==> src/rtl/result_bus_pkg.sv <==
`default_nettype none
// ============================================================================
// Module   : result_bus_pkg
// Purpose  : Shared sizing, idle selector code and state encoding for the
//            result bus arbiter.
// Revision : 1.0
// ============================================================================
package result_bus_pkg;

    localparam int NUM_REQ_DEF = 7;
    localparam int DATA_W_DEF  = 32;
    localparam int SEL_W       = 3;

    // Selector code reported while the result register is empty
    localparam logic [SEL_W-1:0] SEL_IDLE = 3'b111;

    typedef enum logic [0:0] {
        ST_EMPTY = 1'b0,
        ST_FULL  = 1'b1
    } state_t;

endpackage : result_bus_pkg
`default_nettype wire

==> src/rtl/rr_pick.sv <==
`default_nettype none
// ============================================================================
// Module   : rr_pick
// Purpose  : Combinational rotating-priority search starting one past the
//            last granted index and wrapping at NUM_REQ-1.
// Revision : 1.0
// ============================================================================
module rr_pick
    import result_bus_pkg::*;
#(
    parameter int NUM_REQ = NUM_REQ_DEF
) (
    input  logic [NUM_REQ-1:0] req_i,
    input  logic [SEL_W-1:0]   last_granted_i,
    output logic [NUM_REQ-1:0] grant_oh_o,
    output logic [SEL_W-1:0]   grant_idx_o,
    output logic               grant_any_o
);

    int   cand;
    logic found;

    // Walk the candidates in priority order; the first pending one wins
    always_comb begin
        grant_oh_o  = '0;
        grant_idx_o = SEL_IDLE;
        found       = 1'b0;
        cand        = 0;
        for (int k = 1; k <= NUM_REQ; k++) begin
            cand = int'(last_granted_i) + k;
            if (cand >= NUM_REQ) begin
                cand = cand - NUM_REQ;
            end
            for (int j = 0; j < NUM_REQ; j++) begin
                if (!found && (cand == j) && req_i[j]) begin
                    grant_oh_o[j] = 1'b1;
                    grant_idx_o   = SEL_W'(j);
                    found         = 1'b1;
                end
            end
        end
        grant_any_o = found;
    end

endmodule : rr_pick
`default_nettype wire

==> src/rtl/result_bus_arbiter.sv <==
`default_nettype none
// ============================================================================
// Module   : result_bus_arbiter
// Purpose  : Round-robin arbiter feeding a single registered result slot with
//            valid/ready backpressure and same-cycle drain/refill.
// Revision : 1.0
// ============================================================================
module result_bus_arbiter
    import result_bus_pkg::*;
#(
    parameter int NUM_REQ = NUM_REQ_DEF,
    parameter int DATA_W  = DATA_W_DEF
) (
    input  logic                      clk,
    input  logic                      rst_n,
    input  logic [NUM_REQ-1:0]        req,
    input  logic [NUM_REQ*DATA_W-1:0] req_data,
    output logic [NUM_REQ-1:0]        gnt,
    output logic                      out_valid,
    input  logic                      out_ready,
    output logic [DATA_W-1:0]         out_data,
    output logic [SEL_W-1:0]          out_sel
);

    state_t              state_q, state_d;
    logic [DATA_W-1:0]   data_q,  data_d;
    logic [SEL_W-1:0]    sel_q,   sel_d;
    logic [SEL_W-1:0]    last_q,  last_d;

    logic [NUM_REQ-1:0]  pick_oh;
    logic [SEL_W-1:0]    pick_idx;
    logic                pick_any;
    logic                can_accept;
    logic [DATA_W-1:0]   pick_data;

    rr_pick #(
        .NUM_REQ (NUM_REQ)
    ) u_rr_pick (
        .req_i          (req),
        .last_granted_i (last_q),
        .grant_oh_o     (pick_oh),
        .grant_idx_o    (pick_idx),
        .grant_any_o    (pick_any)
    );

    always_comb begin
        pick_data = '0;
        for (int i = 0; i < NUM_REQ; i++) begin
            if (pick_oh[i]) begin
                pick_data = pick_data | req_data[i*DATA_W +: DATA_W];
            end
        end
    end

    always_comb begin
        can_accept = (state_q == ST_EMPTY) || out_ready;
        state_d    = state_q;
        data_d     = data_q;
        sel_d      = sel_q;
        last_d     = last_q;
        gnt        = '0;

        if (can_accept && pick_any) begin
            gnt     = pick_oh;
            state_d = ST_FULL;
            data_d  = pick_data;
            sel_d   = pick_idx;
            last_d  = pick_idx;
        end else if (can_accept) begin
            // Drained with nothing to refill: clear so idle outputs read zero/SEL_IDLE
            state_d = ST_EMPTY;
            data_d  = '0;
            sel_d   = SEL_IDLE;
        end

        if (!rst_n) begin
            gnt = '0;
        end
    end

    always_ff @(posedge clk or negedge rst_n) begin
        if (!rst_n) begin
            state_q <= ST_EMPTY;
            data_q  <= '0;
            sel_q   <= SEL_IDLE;
            last_q  <= SEL_W'(NUM_REQ - 1);
        end else begin
            state_q <= state_d;
            data_q  <= data_d;
            sel_q   <= sel_d;
            last_q  <= last_d;
        end
    end

    assign out_valid = (state_q == ST_FULL);
    assign out_data  = data_q;
    assign out_sel   = sel_q;

endmodule : result_bus_arbiter
`default_nettype wire

==> config.mk <==
export PLATFORM = sky130hd
export DESIGN_NAME = result_bus_arbiter
export DESIGN_NICKNAME = d
export VERILOG_FILES = /design/src/rtl/result_bus_pkg.sv /design/src/rtl/rr_pick.sv /design/src/rtl/result_bus_arbiter.sv
export SDC_FILE = /design/constraint.sdc
export NUM_CORES = 1
export LEC_CHECK = 0
export ABC_AREA = 1
export CAP_MARGIN = 20
export CORE_AREA = 2 2 115 129
export DETAILED_ROUTE_END_ITERATION = 8
export DIE_AREA = 0 0 117 131
export PLACE_DENSITY = 0.82
export SYNTH_ARGS = -nofsm -noshare
export SYNTH_HDL_FRONTEND = slang
export SYNTH_HIERARCHICAL = 1
export SYNTH_SLANG_ARGS = --single-unit
==> constraint.sdc <==
create_clock -name clk -period 7.45 [get_ports clk]
set_input_delay 0.745 -clock clk [delete_from_list [all_inputs] [get_ports clk]]
set_output_delay 0.745 -clock clk [all_outputs]
set_load 0.03 [all_outputs]
==> results of run 1 <==
## placed cells by master, fill, tap and decap left out, drive strengths merged
| cell type | n |
|---|---|
| clkbuf | 5 |
| dfrtp | 34 |
| or2 | 2 |
| ha | 21 |
| o21ai | 12 |
| o21a | 1 |
| bufinv | 1 |
| or4 | 1 |
| xor2 | 5 |
| fa | 1 |
| nand3 | 31 |
| o211ai | 2 |
| buf | 14 |
| o221ai | 1 |
| nor4 | 12 |
| clkdlybuf4s50 | 268 |
| o41ai | 1 |
| a2111oi | 1 |
| dfstp | 5 |
| nor3b | 1 |
| nand2 | 525 |
| nand4 | 44 |
| dlymetal6s2s | 7 |
| nor3 | 34 |
| nor2 | 166 |
| o2111ai | 3 |
| a211oi | 1 |
| inv | 151 |
| nand3b | 5 |
| a21oi | 7 |
| diode | 3 |
| clkinv | 2 |
## cell families (layout without fill, tap and decap cells)
family          count (synthesis)  count (layout)  share of synthesized area (%)
flops                          39              39                          16.60
buf+inv                       186             448                          15.38
other cells                     0               3                              0
compound gates                 29              29                          3.067
xor+xnor                        5               5                         0.7402
simple gates                  821             821                          59.43
fa+ha+maj                      22              22                          4.780
## area by class of cell
| type | instances | area [µm²] |
|---|---|---|
| well taps | 192 | 240.2 |
| diodes | 3 | 7.507 |
| flip-flops and latches | 39 | 982.2 |
| repair buffers | 289 | 2873 |
| inverters | 151 | 571.8 |
| clock buffers | 5 | 125.1 |
| clock inverters | 3 | 43.79 |
| multi-input cells | 877 | 4044 |
| fillers | 1364 | 5214 |
## metrics by stage
| stage | hold WS (ns) | utilization [%] |
|---|---|---|
| floorplan | 0.4494 | - |
| global placement | 0.4609 | 61.40 |
| detailed placement | 0.4635 | 61.40 |
| CTS | 0.4805 | 62.60 |
| global route | 0.5015 | 62.97 |
| finish | 0.4778 | 63.03 |
## worst reg2reg max path: cells and delay by family, from the launching register on
kind,cells,cell delay (ns)
AND/OR/NAND/NOR,30,3.63
flip-flops,1,0.64
buffers and inverters,5,0.77
AO/OA/AOI/OAI,1,0.13
adder cells (fa/ha/maj),2,0.78
## routing by layer
metal | global-route usage [%] | wire (µm) | up-vias
met5 | 0 | 41 | -
met4 | 7.543 | 545 | 6
met3 | 7.334 | 2406 | 38
met2 | 49.98 | 11460 | 331
met1 | 41.44 | 10700 | 3416
li1 | - | - | 3908
## state kept, by name, indices dropped and copies added (netlist names)
register / count
out_valid: 1
out_sel: 3
out_data: 32
last_q: 3
## worst max-delay path by stage
stage,startpoint,to,slack [ns]
3_5_place_dp,last_q[1],gnt[0],0.52
6_report,last_q[1],gnt[6],0.71
2_1_floorplan,last_q[1],gnt[5],1.63
4_1_cts,last_q[1],gnt[0],0.18
3_3_place_gp,last_q[1],gnt[0],0.73
5_1_grt,last_q[1],gnt[6],0.08
## repair_timing
action,4_1_cts,5_1_grt
setup endpoints to repair,0,7
buffers inserted,0,4
resized for setup,0,10
==> run summary, run 1 <==
Vias in the first global route: 6,827
RSZ-0062 raised after global routing: false
Fmax: 148.3 MHz
Area grow syn2layout: 50.23%
Gr ovfl total: 0
Vias post-DR: 7,699
Max-slew headroom: 33.33%
Clock Tree Buf Depth: 2
Worst Path Required: 6.70 ns
I/O pin cnt: 277
TritonCTS Buffers: 5
Crit path depth: 35
Final setup viols: 0
I/O Buffers: 276
Most frequent CP cell: nand4_1
Synth top area cells: nand2_1 (32%), dfrtp_1 (14%), nor2_1 (9.3%)
Fin area: 0.008887 mm²
Main synth FF type: dfrtp_1
Post-synthesis sequential area ratio: 16.60%
Worst Path Buf+Inv: 6
Setup ws final: 0.7079 ns
Post-synth top area share: 32.17%
Initial DRC Count: 686
Synth Cell Area: 0.005916 mm²
Global-route wire length before repair: 36,400 µm
WHS Path Cells: 2
Path type of the worst min-delay path: register to register
Sink Count: 39
Setup Skew: 0.003167 ns
Final ANT Viol Nets: 0
Critical path class: register to output pin
CP max FO: 36
Tcrit/Tclk final: 90.50%
R2R setup slack: 1.42 ns
Fraction of layout cells with a size suffix above 1: 6.158%
Post-Route WL: 25,150 µm
FF+latch count, synth: 39
Core Rows: 46
Startpoint types: register
Crit path DAT: 6.00 ns
Clock Latency Late Sink: 0.28 ns
Worst-path clk slew: 0.06 ns
Commonest cells in the netlist: nand2_1 (507), nor2_1 (147), inv_1 (145), nand4_1 (36)
Worst path max stage delay: 0.64 ns
Clk root buf: clkbuf_16
CP max-delay cell: dfstp_2
Hold_buf cts: 0
DIE HEIGHT: 131 µm
Worst Hold End: out_data[31]
CP Capture Type: output pin
Core area: 0.01410 mm²
Die Wd: 117 µm
Worst R2R End: out_data[28]
Die Area: 0.01533 mm²
Number of vias per cell: 4.938
Final cell count without fillers: 1,559
Cells after Synth: 1,102
Crit path max-delay family: simple AND/OR/NAND/NOR gates
Synth warnings: 6
H-Tree Depth: 2
CTS tree: done
Post-synth ARST share: 100.0%
Synthesized Nets: 1,358
Initial antenna violation count: 5
Placed Cells incl. Taps: 1,544
Final Max Tran Viols: 0
Number of synthesized flops with an enable pin: 0
Placed cell areas: 0.008658 mm²
Post-route DRC: 0
HP Start: out_data[31]
DR WL/cell: 16.13 µm
Crit path time final: 6.742 ns
Post-synth top area cell: nand2_1
Status: finished clean
Layout Nets: 1,619
Pre-CTS setup slack: 0.5246 ns
Largest net degree at the start of global routing: 47
Total Routing Usage GR: 30.83%
Count of different cell masters after synthesis: 39
Register-to-Register Path Depth: 38
Dpl hpwl: 20,730 µm
Worst slew pin tran: 1.000 ns
MaxCap Viol Count: 0
Most frequent cell after synthesis: nand2_1
Starting Density: 41.95%
Synthesized area per cell: 5.368 µm²
Final hold viol count: 0
Fin Setup TNS: 0 ns
Gpl congestion: 0.9621
First-pass DRT Iterations: 5
RR Startpoint: last_q[1]
Power of run 1 is not shown: default switching activity piles up to over one toggle a cycle in this logic, so the estimate is an artifact.
==> run 2, diff against run 1 <==
- ABC_CLOCK_PERIOD_IN_PS: unset -> 7450
==> results of run 2 <==
No change in the layout: final DEF, timing and power equal those of run 1.
Power of run 2 is left out for the same reason.
